**src/rtl/pipeline_stage_fifo.sv**
```systemverilog
// Pipeline stage with a registered output and a DEPTH-entry in-order skid FIFO.
// Absorbs bursts under downstream stall, raises an early upstream stall and propagates flush.
module pipeline_stage_fifo #(
    parameter int unsigned WIDTH        = 32,
    parameter int unsigned DEPTH        = 4,
    parameter int unsigned STALL_THRESH = DEPTH - 1
) (
    input  logic                         clk,
    input  logic                         reset,
    input  logic                         in_flush,
    input  logic [WIDTH-1:0]             in_data,
    input  logic                         in_valid,
    input  logic                         in_stall,
    output logic [WIDTH-1:0]             out_data,
    output logic                         out_valid,
    output logic                         out_flush,
    output logic                         out_stall,
    output logic [$clog2(DEPTH+1)-1:0]   occupancy,
    output logic                         drop
);

    localparam int unsigned PTR_W = $clog2(DEPTH);
    localparam int unsigned OCC_W = $clog2(DEPTH + 1);

    logic [WIDTH-1:0] mem [DEPTH];
    logic [PTR_W-1:0] rd_ptr;
    logic [PTR_W-1:0] wr_ptr;

    logic adv;
    logic fifo_empty;
    logic fifo_full;
    logic deq;
    logic bypass;
    logic enq_req;
    logic enq;
    logic overflow;

    // Datapath decisions; full/empty come from the count, not pointer equality
    always_comb begin
        adv        = !(out_valid && in_stall);
        fifo_empty = (occupancy == '0);
        fifo_full  = (occupancy == OCC_W'(DEPTH));
        deq        = adv && !fifo_empty;
        bypass     = adv && fifo_empty && in_valid;
        enq_req    = in_valid && !bypass;
        enq        = enq_req && (!fifo_full || deq);
        overflow   = enq_req && !enq;
    end

    // Early stall depends only on the registered count
    assign out_stall = (occupancy >= OCC_W'(STALL_THRESH));

    // Storage needs no reset: validity is tracked by the count
    always_ff @(posedge clk) begin
        if (!in_flush && enq) begin
            mem[wr_ptr] <= in_data;
        end
    end

    always_ff @(posedge clk or posedge reset) begin
        if (reset) begin
            out_data  <= '0;
            out_valid <= 1'b0;
            out_flush <= 1'b0;
            drop      <= 1'b0;
            occupancy <= '0;
            rd_ptr    <= '0;
            wr_ptr    <= '0;
        end else if (in_flush) begin
            out_data  <= '0;
            out_valid <= 1'b0;
            out_flush <= 1'b1;
            drop      <= 1'b0;
            occupancy <= '0;
            rd_ptr    <= '0;
            wr_ptr    <= '0;
        end else begin
            out_flush <= 1'b0;
            drop      <= overflow;
            if (adv) begin
                if (deq) begin
                    out_data  <= mem[rd_ptr];
                    out_valid <= 1'b1;
                end else if (bypass) begin
                    out_data  <= in_data;
                    out_valid <= 1'b1;
                end else begin
                    out_valid <= 1'b0;
                end
            end
            if (deq) begin
                rd_ptr <= rd_ptr + PTR_W'(1);
            end
            if (enq) begin
                wr_ptr <= wr_ptr + PTR_W'(1);
            end
            case ({enq, deq})
                2'b10:   occupancy <= occupancy + OCC_W'(1);
                2'b01:   occupancy <= occupancy - OCC_W'(1);
                default: occupancy <= occupancy;
            endcase
        end
    end

endmodule

```
**config.mk**
```make
export PLATFORM = sky130hd
export DESIGN_NAME = pipeline_stage_fifo
export DESIGN_NICKNAME = d
export VERILOG_FILES = /design/src/rtl/pipeline_stage_fifo.sv
export SDC_FILE = /design/constraint.sdc
export NUM_CORES = 1
export LEC_CHECK = 0
export CORE_AREA = 2 2 113 115
export DETAILED_ROUTE_END_ITERATION = 10
export DIE_AREA = 0 0 115 117
export PLACE_DENSITY_LB_ADDON = 0.05
export RECOVER_POWER = 25
export SETUP_SLACK_MARGIN = 0.1
export SYNTH_ARGS = -nofsm -noshare
export SYNTH_HDL_FRONTEND = slang
export SYNTH_SLANG_ARGS = --single-unit
```
**constraint.sdc**
```tcl
create_clock -name clk -period 5.8 [get_ports clk]
set_input_delay 1.16 -clock clk [delete_from_list [all_inputs] [get_ports clk]]
set_output_delay 1.16 -clock clk [all_outputs]
set_load 0.05 [all_outputs]
```
==> results of run 1 <==
## cells by family (layout without fill, tap and decap cells)
family | Yosys count | after routing | synth area share
DFF | 170 | 170 | 0.6850
AOI/OAI and AO/OA | 80 | 80 | 0.09648
and+or+nand+nor | 62 | 62 | 0.05358
buffers and inverters | 46 | 126 | 0.04202
muxes | 36 | 36 | 0.1131
adders and majority gates | 5 | 5 | 0.009806
## cell type report
class | count | share of cell area
sequential | 170 | 0.5736
multi-input combinational | 183 | 0.2309
timing repair buffer | 88 | 0.09938
clock buffer | 19 | 0.05189
tap | 150 | 0.02199
clock inverter | 13 | 0.01964
inverter | 6 | 0.002639
## state kept, by name (all words and copies together), names as in the netlist
register   flops
occupancy      3
out_flush      1
wr_ptr         2
rd_ptr         2
out_data      32
mem          128
drop           1
out_valid      1
## worst max path at each step
stage | from | endpoint | slack, ns | cells past startpoint
finish | in_stall | occupancy[2]$_DFFE_PP0P_ | 2.39 | 7
global placement | in_stall | occupancy[2]$_DFFE_PP0P_ | 2.02 | 7
floorplan | in_flush | mem[0][0]$_DFFE_PP_ | 1.19 | 5
CTS | in_stall | occupancy[2]$_DFFE_PP0P_ | 2.42 | 7
global route | in_stall | occupancy[2]$_DFFE_PP0P_ | 2.23 | 7
detailed placement | in_stall | occupancy[2]$_DFFE_PP0P_ | 1.98 | 7
## through the flow
step	instances	hold WS [ns]
after global placement	597	0.5248
after global routing	629	0.5603
after floorplan	399	0.5511
after CTS	629	0.5491
final	629	0.5503
after detailed placement	597	0.5322
## power breakdown
group / leakage (nW) / switching, mW / internal, mW
clock: 0.284 / 0.466 / 0.693
sequential: 1.69 / 0.0825 / 1.41
combinational: 0.933 / 0.538 / 0.347
## placed cells by master (no fill, tap or decap), types with 4 or more instances in the layout
cell / instances
ha_1: 4
nand2_1: 7
clkdlybuf4s50_1: 51
nor3b_2: 4
a2bb2oi_1: 32
mux4_1: 12
o221ai_1: 32
clkinvlp_4: 4
buf_4: 13
nand4_1: 32
nor2_1: 4
mux4_2: 20
dlygate4sd3_1: 24
clkbuf_16: 17
dfrtp_1: 41
edfxtp_1: 128
## cells in the mapped netlist (all sizes together), types with 3 or more instances
library cell  count
nand2             7
dfrtp            42
nand4            32
edfxtp          128
ha                4
inv               5
buf              33
a2bb2oi          32
nor2              4
clkbuf            7
a21oi             3
o221ai           32
mux4             32
nor3b             4
## layer usage
layer  up-vias  track usage
met2       183       0.3961
li1       1833            -
met5         -            0
met3        14      0.06179
met1      2194       0.3366
met4         0      0.06345
==> summary.txt, run 1 <==
routed wire length -> 15520 µm
wire per inst -> 24.68 µm
filler instances -> 848
hpwl dp -> 8378 µm
r2r setup slk -> 3.24 ns
CP delay by family, top -> simple AND/OR/NAND/NOR gates
WL met2 -> 7782 µm
Synth cell types -> 47
core area -> 12310 µm²
initial antenna violation count -> 0
setup total negative slack -> 0 ns
max_cap viols -> 0
worst-path cell chain -> clkdlybuf4s50_1 -> and2_2 -> nor3_1 -> fa_1 -> and4b_1 -> o21ai_0 -> a41oi_1
Synth warnings -> 0
Cell Area, Placed -> 7925 µm²
CP max stage cell -> and2_2
Yosys top cell area share -> 0.5379
M1 WL -> 6596 µm
chip width -> 115 µm
worst slack at placement -> 1.981 ns
top post-synthesis cells by area -> edfxtp_1 (54%), dfrtp_1 (15%), mux4_2 (6.3%)
Nets -> 508
crit path launch type -> input pin
Final Instance Area -> 8536 µm²
Hold Crit Depth -> 1
worst r2r src -> out_valid$_DFFE_PP0P_
Die Area -> 13460 µm²
Final ANT Viol Nets -> 0
final max-slew violation count -> 0
final core utilization -> 0.6933
Worst Max-Slew Pin Slew -> 1.181 ns
fmax -> 292.8 MHz
Num CTS Buffers -> 17
Global Route Usage Sum -> 0.2438
CTS tree -> yes
Resized cells post-CTS -> 0
Starting DRT DRC Count -> 372
worst path bufs/invs -> 1
CP Capture Type -> flip-flop
status -> finished clean
predominant post-synthesis flop cell -> edfxtp_1
RSZ-0062 raised after global routing -> false
CTS Hold Bufs -> 0
slowest stage delay, CP -> 0.79 ns
Hold Path End -> out_data[24]$_DFFE_PP0P_
DR top layer -> met4
final setup violation count -> 0
FF+latch area -> 4896 µm²
critical path class -> input pin to flip-flop
Worst R2R Path Depth -> 6
min Tclk post-route -> 3.415 ns
area of the multi-input gates -> 1971 µm²
setup ws final -> 2.385 ns
Fin. Hold Viols -> 0
routed vias -> 4224
EDFF count, synth -> 128
via/cell ratio -> 6.715
pin count of the biggest net entering global routing -> 43
Post-CTS Setup Inserts -> 0
worst reg2reg path endpoint -> occupancy[2]$_DFFE_PP0P_
Post-Syn Nets -> 441
share of cells above drive strength 1 -> 0.1608
Rows -> 41
WL met3 -> 979 µm
#FFs+latches synth -> 170
max_slew headroom -> 0.2088
starting density of the core -> 0.5804
Clock Tree Root -> clkbuf_16
Mean Syn Cell Area -> 17.91 µm²
IO Count -> 76
Pwr Total -> 3.535 mW
dominant cell type by area after synthesis -> edfxtp_1
drt pass-1 iters -> 5
H-tree Lvls -> 4
clk_lat worst skew -> 0.42 ns
global-route wire length before repair -> 23990 µm
CP Data Arrival Time -> 3.69 ns
sequential-to-total area share from yosys stat -> 0.6850
critical path peak fanout -> 39
peak supply drop -> 0.2496 mV
vias in the first global route -> 4321
ys async rst share -> 0.2471
GRT overflow -> 0
HP Class -> flip-flop to flip-flop
Mapped Cells -> 399
Final Skew -> 0.009157 ns
antenna cell count -> 0
WP data required -> 6.07 ns
DRC -> 0
synthesis-to-finish area growth -> 19.45%
power per cell area -> 414.1 nW/µm²
PortBufs -> 75
GPL Wtd Cong -> 0.7751
die height -> 117 µm
Clock Sinks -> 170
period utilization -> 0.5888
Max clock buf depth -> 2
hold_sp -> out_data[24]$_DFFE_PP0P_
P_leak -> 2.908 nW
synthesized cell area -> 7146 µm²
Clk pin slew, worst setup/hold paths -> 0.06 ns
No activity file was read; power rests on OpenSTA's default activity.
==> run 2, diff against run 1 <==
Settings changed: CORE_AREA 2 2 113 115 to 2 2 122 124, DIE_AREA 0 0 115 117 to 0 0 124 126.
Clock period 5.8 ns to 3.1 ns, I/O delays scaled along.
==> run 2 against run 1 <==
- non-clock buffer count increased by 4
- largest cell class unchanged
- total power grew 94%
- largest power group unchanged
- sequential cell count unchanged
==> summary.txt, run 2 (synthesis results as in run 1) <==
Final Hold Slack -> 0.5400 ns
crit path launch type -> flip-flop
filler instances -> 1086
most frequent cells in the layout -> edfxtp_1 (128), clkdlybuf4s50_1 (51), dfrtp_1 (41)
H-tree Lvls -> 4
wire per inst -> 23.27 µm
peak supply drop -> 0.5901 mV
WP data required -> 2.48 ns
clk_lat worst skew -> 0.42 ns
CP Data Arrival Time -> 1.95 ns
drt pass-1 iters -> 5
Final ANT Viol Nets -> 0
biggest regs -> mem: 128 flops, out_data: 32 flops, occupancy: 3 flops
Resized cells post-CTS -> 0
chip width -> 124 µm
Clock Tree Root -> clkbuf_16
starting density of the core -> 0.4992
Clock Sinks -> 170
Starting DRT DRC Count -> 312
share of cells above drive strength 1 -> 0.1677
worst-path cell chain -> a21o_1 -> clkdlybuf4s50_1
Post-CTS Setup Inserts -> 0
fmax -> 389.7 MHz
GPL Wtd Cong -> 0.7216
routed wire length -> 15520 µm
critical path class -> flip-flop to output pin
Num CTS Buffers -> 17
RSZ-0062 raised after global routing -> false
core area -> 14310 µm²
WL met3 -> 813 µm
global-route wire length before repair -> 24760 µm
DR top layer -> met4
die height -> 126 µm
Die Area -> 15620 µm²
PortBufs -> 75
WL met2 -> 7693 µm
antenna cell count -> 0
pin count of the biggest net entering global routing -> 70
final max-slew violation count -> 0
IO Count -> 76
routed vias -> 4209
power per cell area -> 780.9 nW/µm²
Final Skew -> 0.006400 ns
max reg flops -> 128
synthesis-to-finish area growth -> 22.80%
Fin. Hold Viols -> 0
commonest non-fill, non-tap cell in the layout -> edfxtp_1
CP delay by family, top -> buffers and inverters
setup total negative slack -> 0 ns
CTS Hold Bufs -> 0
initial antenna violation count -> 0
final core utilization -> 0.6130
Max clock buf depth -> 2
Worst Max-Slew Pin Slew -> 0.6147 ns
Clk pin slew, worst setup/hold paths -> 0.07 ns
most flop-heavy register -> mem
worst path bufs/invs -> 1
P_leak -> 3.023 nW
slowest stage delay, CP -> 0.79 ns
period utilization -> 0.8278
GRT overflow -> 0
critical path peak fanout -> 12
CP Capture Type -> output pin
M1 WL -> 6821 µm
HP Class -> flip-flop to flip-flop
hpwl dp -> 8575 µm
CTS tree -> yes
max_cap viols -> 0
vias in the first global route -> 4370
CP max stage cell -> clkdlybuf4s50_1
Nets -> 512
status -> finished clean
DRC -> 0
min Tclk post-route -> 2.566 ns
Rows -> 44
max_slew headroom -> 0.5896
via/cell ratio -> 6.310
Global Route Usage Sum -> 0.2163
final setup violation count -> 0
[run 2: cell count changes in the layout (fill, tap and decap cells not counted), sizes merged]
cell,before,now
buf,13,16
bufinv,3,6
clkbuf,19,18
clkinv,3,5
clkinvlp,4,0
inv,9,10
[run 2: routing by layer]
metal / vias to the layer above / global-route usage
met1: 2212 / 0.3034
met3: 14 / 0.04167
met4: 0 / 0.07535
met5: - / 0
li1: 1834 / -
met2: 149 / 0.3413
[run 2: report_power, final]
group | total (mW) | switching, mW | internal, mW | leakage (nW)
sequential | 2.77 | 0.137 | 2.63 | 1.69
clock | 2.38 | 0.868 | 1.52 | 0.330
combinational | 1.70 | 1.02 | 0.677 | 1.00
total | 6.85 | 2.03 | 4.83 | 3.02
[run 2: final cells by class]
cell class / count / area [µm²] / share of cell area
Sequential cell: 170 / 4896 / 0.5580
Multi-Input combinational cell: 183 / 1996 / 0.2274
Timing Repair Buffer: 92 / 962.2 / 0.1097
Clock buffer: 17 / 425.4 / 0.04848
Clock inverter: 15 / 242.7 / 0.02766
Tap cell: 184 / 230.2 / 0.02624
Inverter: 6 / 22.52 / 0.002567
[run 2: per-stage QoR]
| stage | worst slack (ns) | cell area [µm²] | total power, mW | instances |
|---|---|---|---|---|
| 6_report | 0.5339 | 8775 | 6.852 | 667 |
| 5_1_grt | 0.4425 | 8775 | 7.116 | 667 |
| 3_3_place_gp | 0.5008 | 8110 | 4.503 | 635 |
| 3_5_place_dp | 0.4428 | 8110 | 4.526 | 635 |
| 4_1_cts | 0.5104 | 8778 | 6.902 | 667 |
| 2_1_floorplan | 0.005477 | 7166 | 4.023 | 399 |
[run 2: worst paths after layout]
| check | start | end | slack (ns) | depth (start not counted) |
|---|---|---|---|---|
| max | occupancy[2]$_DFFE_PP0P_ | out_stall | 0.53 | 2 |
| min | out_data[30]$_DFFE_PP0P_ | out_data[30]$_DFFE_PP0P_ | 0.54 | 1 |
| max reg2reg | occupancy[2]$_DFFE_PP0P_ | mem[2][3]$_DFFE_PP_ | 1.03 | 4 |
| min reg2reg | out_data[30]$_DFFE_PP0P_ | out_data[30]$_DFFE_PP0P_ | 0.54 | 1 |
| max in group asynchronous | reset | out_data[4]$_DFFE_PP0P_ | 1.96 | 3 |
| min in group asynchronous | reset | out_data[16]$_DFFE_PP0P_ | 0.61 | 2 |
